===== config.mk =====
export PLATFORM = sky130hd
export DESIGN_NAME = fizzbuzz_multi
export DESIGN_NICKNAME = d
export VERILOG_FILES = /design/src/rtl/fizzbuzz_multi.sv
export SDC_FILE = /design/constraint.sdc
export NUM_CORES = 1
export LEC_CHECK = 0
export CORE_MARGIN = 2
export CORE_UTILIZATION = 25
export CTS_BUF_LIST = sky130_fd_sc_hd__clkbuf_8
export DETAILED_ROUTE_END_ITERATION = 6
export GPL_ROUTABILITY_DRIVEN = 0
export PLACE_DENSITY_LB_ADDON = 0.1
export SYNTH_ARGS = -nofsm -noshare
export SYNTH_HDL_FRONTEND = slang
export SYNTH_SLANG_ARGS = --single-unit

===== constraint.sdc =====
create_clock -name i_clk -period 2.1 [get_ports i_clk]
set_input_delay 0.315 -clock i_clk [delete_from_list [all_inputs] [get_ports i_clk]]
set_output_delay 0.315 -clock i_clk [all_outputs]
set_load 0.01 [all_outputs]

===== src/rtl/fizzbuzz_multi.sv =====
// fizzbuzz_multi: streams 1..G_LENGTH with one divisibility flag per channel
// over a valid/ready interface, in one-shot or continuous (wrapping) runs.
module fizzbuzz_multi #(
  parameter int unsigned G_LENGTH = 20,
  parameter int unsigned G_NUM_CH = 4,
  parameter int unsigned G_DIV_W  = 4
) (
  input  logic                           i_clk,
  input  logic                           i_rst_n,
  input  logic                           i_en,
  input  logic                           i_mode,
  input  logic                           i_clr,
  input  logic [G_NUM_CH*G_DIV_W-1:0]    i_div,
  output logic                           o_valid,
  input  logic                           i_ready,
  output logic [$clog2(G_LENGTH+1)-1:0]  o_number,
  output logic [G_NUM_CH-1:0]            o_hit,
  output logic                           o_done,
  output logic                           o_busy
);

  localparam int unsigned NUM_W = $clog2(G_LENGTH + 1);

  typedef enum logic {
    S_IDLE = 1'b0,
    S_RUN  = 1'b1
  } state_t;

  state_t                            state_q;
  state_t                            state_nxt;
  logic [G_NUM_CH-1:0][G_DIV_W-1:0]  div_q;
  logic [G_NUM_CH-1:0][G_DIV_W-1:0]  div_nxt;
  logic [G_NUM_CH-1:0][G_DIV_W-1:0]  cnt_q;
  logic [G_NUM_CH-1:0][G_DIV_W-1:0]  cnt_nxt;
  logic                              mode_q;
  logic                              mode_nxt;
  logic [NUM_W-1:0]                  number_nxt;
  logic [G_NUM_CH-1:0]               hit_nxt;
  logic                              done_nxt;
  logic                              xfer;
  logic                              last;

  assign xfer = o_valid && i_ready;
  assign last = (o_number == NUM_W'(G_LENGTH));

  // State, configuration and registered outputs
  always_ff @(posedge i_clk) begin
    if (!i_rst_n) begin
      state_q  <= S_IDLE;
      div_q    <= '0;
      cnt_q    <= '0;
      mode_q   <= 1'b0;
      o_valid  <= 1'b0;
      o_busy   <= 1'b0;
      o_number <= '0;
      o_hit    <= '0;
      o_done   <= 1'b0;
    end else begin
      state_q  <= state_nxt;
      div_q    <= div_nxt;
      cnt_q    <= cnt_nxt;
      mode_q   <= mode_nxt;
      o_valid  <= (state_nxt == S_RUN);
      o_busy   <= (state_nxt == S_RUN);
      o_number <= number_nxt;
      o_hit    <= hit_nxt;
      o_done   <= done_nxt;
    end
  end

  // Next state; abort wins over start and over the final transfer
  always_comb begin
    state_nxt = state_q;
    case (state_q)
      S_IDLE: begin
        if (i_en && !i_clr) state_nxt = S_RUN;
      end
      S_RUN: begin
        if (i_clr) state_nxt = S_IDLE;
        else if (xfer && last && !mode_q) state_nxt = S_IDLE;
      end
      default: state_nxt = S_IDLE;
    endcase
  end

  // Datapath: residue counters replace any modulo; a zero divisor freezes its channel
  always_comb begin
    div_nxt    = div_q;
    cnt_nxt    = cnt_q;
    mode_nxt   = mode_q;
    number_nxt = o_number;
    done_nxt   = 1'b0;
    hit_nxt    = '0;
    if (!i_clr) begin
      if (state_q == S_IDLE) begin
        if (i_en) begin
          mode_nxt   = i_mode;
          number_nxt = NUM_W'(1);
          for (int unsigned k = 0; k < G_NUM_CH; k++) begin
            div_nxt[k] = i_div[k*G_DIV_W +: G_DIV_W];
            cnt_nxt[k] = G_DIV_W'(1);
          end
        end
      end else if (xfer) begin
        if (!last) begin
          number_nxt = o_number + NUM_W'(1);
          for (int unsigned k = 0; k < G_NUM_CH; k++) begin
            if (div_q[k] != '0) begin
              cnt_nxt[k] = (cnt_q[k] == div_q[k]) ? G_DIV_W'(1) : cnt_q[k] + G_DIV_W'(1);
            end
          end
        end else if (mode_q) begin
          number_nxt = NUM_W'(1);
          for (int unsigned k = 0; k < G_NUM_CH; k++) begin
            cnt_nxt[k] = G_DIV_W'(1);
          end
        end else begin
          done_nxt = 1'b1;
        end
      end
    end
    for (int unsigned k = 0; k < G_NUM_CH; k++) begin
      hit_nxt[k] = (div_nxt[k] != '0) && (cnt_nxt[k] == div_nxt[k]);
    end
  end

endmodule


Word level (Yosys, flattened, before mapping)

Cells that the tools add are included.
Widths: inputs -> output; s select.

Bits in registers: 44
Bits of input ports: 22
Output and inout port bits: 12
Logic and storage cells: 83

Add/sub/neg operators: 5
Eq/ne operators: 11
Muxes and demuxes: 27
Bitwise gates (word level): 5
Reductions and logical operators: 22

Operators with widths:

| kind                | count |
|---|---|
| $mux 16             | 9 |
| $eq 4x4->1          | 8 |
| $mux 4              | 8 |
| $reduce_bool 4->1   | 8 |
| $mux 5              | 5 |
| $add 4x1->4 const B | 4 |
| $logic_and 1x1->1   | 8 |
| $add 5x1->5 const B | 1 |
| $eq 5x5->1 const B  | 1 |
| $not 1->1           | 5 |
| $reduce_or 5->1     | 1 |
| $mux 1              | 4 |
| $reduce_and 4->1    | 1 |
| $ne 3x3->1 const B  | 1 |
| $reduce_and 3->1    | 1 |
| $logic_not 1->1     | 2 |
| $ne 2x1->1 const B  | 1 |
| $pmux 1 s2          | 1 |
| $reduce_bool 2->1   | 1 |

Logic depth before layout (Yosys ltp)

Depth in word-level cells: 9
Mapped depth: 10
Gate-level depth less buffers: 9

Worst setup path after synthesis

Ideal clock, no wire load.

Kind: reg-to-reg
Start point: register o_number[0]
End point: register o_hit[1]
Library setup time: 0.073 ns
Arrival: 2.064 ns
Required time: 2.027 ns
Slack: -0.037 ns
Cell stages (with the launch flop): 11
Buffers on the path: 1
Clock period less this slack: 2.137 ns
Cell sequence: dfxtp_1 inv_1 ha_1 and4b_1 buf_6 nor2_1 nand2_1 o32ai_1 mux2i_1 nand3_1 nor3_2

Longest elaborated chain between the ends: 7

RTL lines:

| item                   | line | text |
|---|---|---|
| start, declared        | 16   | `output logic [$clog2(G_LENGTH+1)-1:0] o_number,` |
| start signal, assigned | 65   | `o_number <= number_nxt;` |
| $eq 5x5->1             | 44   | `assign last = (o_number == NUM_W'(G_LENGTH));` |
| $mux 16                | 105  | `if (!last) begin` |
| $mux 16                | 104  | `end else if (xfer) begin` |
| $mux 16                | 95   | `if (state_q == S_IDLE) begin` |
| $mux 16                | 94   | `if (!i_clr) begin` |
| $eq 4x4->1             | 123  | `hit_nxt[k] = (div_nxt[k] != '0) && (cnt_nxt[k] == div_nxt[k]);` |
| $logic_and 1x1->1      | 123  |  |
| end signal, assigned   | 66   | `o_hit <= hit_nxt;` |
| end, declared          | 17   | `output logic [G_NUM_CH-1:0] o_hit,` |

Every way passes these cells.
A chain may end at the register's enable or synchronous reset.

Worst setup path in the final report

Start point: register o_number[1]
End point: register o_hit[3]

Same word-level chain as after synthesis.

==> summary.md <==
| Metric | Value |
|---|---|
| DRC viols | 0 |
| Global-route wire length before repair | roughly 13 mm |
| Max Clock Skew | 0.006559 ns |
| Register-to-Register Path Depth | 9 |
| Number of max-cap violations | 0 |
| CP peak stage delay | around 0.33 ns |
| Crit share post-route | 96.25% |
| Final Core Density | about 38% |
| Slowest cell on crit path | dfxtp_2 |
| Hold EP | div_q[11] |
| Critical path class | reg2reg |
| Placement Setup Slack | -0.3391 ns |
| Fin area | 0.003946 mm² |
| Leakage | roughly 1.6 nW |
| CP arrival | approximately 2.2 ns |
| Port bufs | 33 |
| Setup-failing EPs final | 0 |
| CTS H-tree lvls | 2 |
| Post-layout min period | a little over 2 ns |
| Die H | approximately 110 µm |
| Final worst slack | ~0.079 ns |
| Core area | ~0.010 mm² |
| Initial antenna violation count | 0 |
| Most frequent cells after synthesis | 45 x nor2_1, 44 x dfxtp_1, 26 x nand2_1 |
| Total track usage | 14.61% |
| Layout cell share with drive strength beyond 1 | around 28% |
| Syn. warnings | 0 |
| Die area | ~0.012 mm² |
| R2R setup slack | between 0.07 and 0.08 ns |
| Root Buffer | clkbuf_8 |
| Ys async rst share | 0% |
| Detail Route Antenna Nets | 0 |
| Worst-path cell chain | inv_1 > ha_4 > nand4b_1 > buf_4 > o21ai_1 > a21oi_2 > a31o_2 > xor2_1 > nor4_2 |
| Setup TNS | 0 ns |
| Hold-fix buffers, CTS | 0 |
| HPWL Detailed | between 6 and 7 mm |
| RR Endpoint | o_hit[3] |
| Vias in the first global route | between 2000 and 3000 |
| Crit path max fanout | 3 |
| Hold Path Depth | 2 |
| Top_reg_cell synth | dfxtp_1 |
| Post-route non-filler standard cell count | between 500 and 600 |
| Tightest Pin Transition | around 0.35 ns |
| DP Area | 0.003697 mm² |
| Via count | approximately 2700 |
| Synthesized net count | 347 |
| Sequential area share after synthesis | 32.62% |
| Post-Syn Area | between 0.002 and 0.003 mm² |
| Power Dens Cells | 500.6 mW/mm² |
| Mean post-synth cell area | around 8.5 µm² |
| Synth top area share | about a third |
| Grt ovf | 0 |
| EDFF count, synth | 0 |
| Worst-path clk slew | about 0.09 ns |
| Starting Density | approximately a quarter |
| Total power | 1.976 mW |
| Final hold violation count | 0 |
| Synth Register Bits | between 40 and 50 |
| Ranking of synthesized cells by area | dfxtp_1 33%, nor2_1 6.3%, xnor2_1 6.2% |
| Hold slack | approximately 0.53 ns |
| Per-cell routed wire length | roughly 14 µm |
| Status | finished clean |
| Die W | between 100 and 150 µm |
| Hold_sp | div_q[11] |
| DRT Pass-1 Iters | 5 |
| Num ports | 34 |
| Fmax | approximately 490 MHz |
| Slew Limit Fails | 0 |
| CTS Buf Count | 5 |
| Diodes inserted | 0 |
| Worst hold path type | reg2reg |
| CTS tree | yes |
| Count leader, synth | nor2_1 |
| Worst EP required | about 2.3 ns |
| Final wirelength | just over 8 mm |
| Final Net Count | around 460 |
| Syn-to-layout area delta | 46.15% |
| Longest Clk Path Bufs | 2 |
| Placed insts | ~550 |
| Largest net degree at the start of global routing | 17 |
| VDD IR-drop max | ~240 µV |
| Clock sink count | 44 |
| Setup crit start kind | flip-flop |
| Reg2reg start | o_number[1] |
| Area leader, netlist | dfxtp_1 |
| Distinct cells, synth | 56 |
| First DRT Iteration DRCs | 74 |
| Worst-skew pair later-pin latency | roughly 0.3 ns |
| Site Rows | 37 |
| Slew margin rel. | between 70% and 80% |
| Cells after synthesis | 319 |
| Vias per cell | 4.725 |
| Worst setup EP type | flip-flop |
## worst max-delay path, delay by kind of cell, from the launching register on
kind | cells | cell delay, ns
xor gates and xnor gates | 1 | 0.16
AOI/OAI and AO/OA | 3 | 0.62
buffers and inverters | 2 | 0.29
adders and majority gates | 1 | 0.15
and+or+nand+nor | 2 | 0.41
DFF | 1 | 0.33
## routing by layer
layer	share of wire [%]	track usage, %	wire length [µm]	vias up
li1	-	-	-	1370
met1	49	19.92	4013	1272
met2	47	24.08	3832	35
met3	3.0	2.542	242	7
met4	0.98	3.297	80	0
met5	0	0	0	-
## logic make-up (layout without fill, tap and decap cells)
family / Yosys count / after routing / share of synthesized area [%]
flip-flops: 44 / 44 / 32.62
AO/OA/AOI/OAI: 60 / 60 / 15.29
multiplexers: 16 / 16 / 5.931
XOR/XNOR: 31 / 31 / 10.06
adder cells (fa/ha/maj): 6 / 6 / 2.780
AND/OR/NAND/NOR: 140 / 140 / 29.05
buffers and inverters: 22 / 135 / 4.263
## report_power, final
group / total (mW) / leakage [nW] / switching [mW] / internal [mW]
clock: 0.561 / 0.0538 / 0.302 / 0.259
combinational: 0.517 / 1.16 / 0.237 / 0.279
sequential: 0.898 / 0.360 / 0.0343 / 0.863
## area by class of cell
| class | count | area, µm² |
|---|---|---|
| multi-input cells | 253 | 1775 |
| fillers | 1130 | 6470 |
| well taps | 136 | 170.2 |
| inverters | 8 | 30.03 |
| clock buffers | 6 | 82.58 |
| clock inverters | 2 | 7.507 |
| repair buffers | 119 | 994.7 |
| flip-flops and latches | 44 | 885.9 |
## placed cells by master, fill, tap and decap left out, drive strengths merged, types with 3 or more instances in the layout
master          n
buf            86
nor2           45
dfxtp          44
clkdlybuf4s50  31
nand2          26
xnor2          19
a21oi          17
mux2i          16
nand3          12
xor2           12
o21ai          11
nor4           11
and2           10
inv            10
nor3            9
nand4           7
clkbuf          6
ha              6
a22oi           4
or4             4
and3            4
o211ai          3
a21o            3
a22o            3
## state kept, by name, indices dropped and copies added (netlist names)
name      cells
cnt_q        16
div_q        16
mode_q        1
o_done        1
o_hit         4
o_number      5
state_q       1
## worst max-delay path by stage
stage | startpoint | endpoint | slack [ns]
floorplan | o_number[0] | o_hit[1] | 0.005
global placement | i_en | o_hit[3] | -0.27
detailed placement | i_en | o_hit[3] | -0.34
CTS | o_number[0] | o_hit[1] | 0.01
global route | o_number[1] | o_hit[3] | -0.03
finish | o_number[1] | o_hit[3] | 0.08
## what timing repair did
action                     in CTS  in global routing
hold endpoints to repair        0                  0
setup endpoints to repair       2                  5
setup buffers                   2                  9
pin swaps                       6                 10
gates cloned                    1                  0
gates resized for setup         8                 18
No activity file was read; power rests on OpenSTA's default activity.
==> patch (config.mk and constraints unchanged) <==
Set the parameter `G_LENGTH` to 10 (it was 20).
--- a/src/rtl/fizzbuzz_multi.sv
+++ b/src/rtl/fizzbuzz_multi.sv
@@ -1,7 +1,7 @@
 // fizzbuzz_multi: streams 1..G_LENGTH with one divisibility flag per channel
 // over a valid/ready interface, in one-shot or continuous (wrapping) runs.
 module fizzbuzz_multi #(
-  parameter int unsigned G_LENGTH = 20,
+  parameter int unsigned G_LENGTH = 10,
   parameter int unsigned G_NUM_CH = 4,
   parameter int unsigned G_DIV_W  = 4
 ) (
Interface: changed (resized o_number); port bits go from 34 to 33. No check against the original RTL was run, so the function may have changed too.
==> patch against the unedited design <==
Routed wire length rose by 7.4%; synthesized area up 1.9%; cell area up 4.8%; critical path type is now in -> reg; the run now ends with negative setup slack left; largest power group unchanged; cell count up 3.0%; sequential share of layout area fell by 1.4 points; clock skew up 0.0024 ns; worst setup slack got worse by 0.13 ns; sequential cell count shrank 1; total power fell by 0.23%.
==> patch: results <==
metrics = {
    "status": {
        "outcome": "complete, but fails checks",
        "failed_checks": "negative setup slack",
    },
    "drt": {
        "wl_um": 8777,
        "dr.pass1.iters": 4,
        "wl_met3_um": 217,
        "wl_met2_um": 4216,
        "met1_length_um": 4227,
        "vias_per_cell": 4.894,
        "wl_per_cell_um": 15.00,
        "drtIter0Drc": 72,
    },
    "global_route": {
        "grt_max_degree": 14,
        "track_usage_pct": 15.65,
        "grt_pass1_wl_um": 14550,
        "grt_util_met1_pct": 20.43,
        "first_global_vias": 2946,
        "grtUsageMet3_pct": 2.570,
        "use_met2_pct": 26.35,
    },
    "power": {
        "p_clk_uw": 541,
        "irDropWorstVdd_uv": 225.2,
        "swShare_pct": 30.50,
        "powerComb_uw": 552,
        "combPwrFrac_pct": 28.0,
        "p_leak_uw": 0.001722,
    },
    "critical_path": {
        "cp.arrival_ns": 2.37,
        "rr_worst_depth": 8,
        "critPathCapture": "o_hit[1]",
        "crit_start": "i_ready",
        "timing.reg2reg.setup_slack_ns": -0.03,
        "r2r_start": "div_q[5]",
    },
    "placed_design": {
        "portBuffers": 32,
        "dpl_cell_area_sq_um": 3889,
        "place_ws_ns": -0.5254,
        "dp_cells": 573,
        "dp_hpwl_um": 6774,
    },
    "worst_hold_path": {
        "min_path_type": "in -> reg",
        "hold_end": "state_q",
        "hold-path-cell-count": 3,
        "hold_path.startpoint": "i_en",
    },
    "logic_synthesis": {
        "avgSynthCellArea_sq_um": 8.492,
        "synth_commonest_cells": "43 x dfxtp_1, 28 x nand2_1, 27 x nor2_1",
        "synthFlopType": "dfxtp_1",
        "synth-seq-area-share_pct": 31.29,
        "synth_nets": 350,
        "synthDistinctLibCells": 75,
        "synth.area.top_cells": "dfxtp_1 31%, xor2_1 5.1%, mux2i_1 4.0%",
    },
    "timing": {
        "max_slew_margin_pct": 60.28,
        "layout_setup_ws_ns": -0.05300,
        "skew_ns": 0.008990,
        "finalSetupViolCount": 2,
        "setup_tns_ns": -0.07066,
        "hold_ws_ns": 0.5280,
    },
    "final_layout": {
        "drive_gt1_share_pct": 33.48,
        "largestRegisters": "cnt_q (16), div_q (16)",
        "layout.nets": 470,
    },
    "clock_tree": {
        "clk_path_buf_depth": 2,
    },
}
-- patch: layout make-up --
class,count,area (sq um)
tap,140,175.2
fill,1114,6659
multi-input combinational,254,1876
inverter,9,33.78
timing repair buffer,131,1097
sequential,43,870.8
clock buffer,5,68.82
clock inverter,3,12.51
-- patch: what timing repair did --
item / CTS / global route
gates resized for setup: 15 / 14
pin swaps: 8 / 2
buffers inserted: 3 / 2
setup endpoints to repair: 4 / 4
gates cloned: 0 / 0
-- patch: logic make-up after synthesis --
group	Yosys count	share of synthesized area [%]
AND/OR/NAND/NOR	141	29.29
AO/OA/AOI/OAI	76	21.42
flip-flops	43	31.29
buffers and inverters	27	5.002
XOR/XNOR	20	6.366
multiplexers	13	4.820
adder cells (fa/ha/maj)	4	1.819
-- patch: critical path: stages --
cell             delay, ns
clkdlybuf4s50_1       0.47
buf_4                 0.12
mux2_2                0.19
o311ai_4              0.11
buf_4                 0.17
o21bai_2              0.13
buf_4                 0.14
a21oi_1               0.06
or4_4                 0.48
a211oi_2              0.19
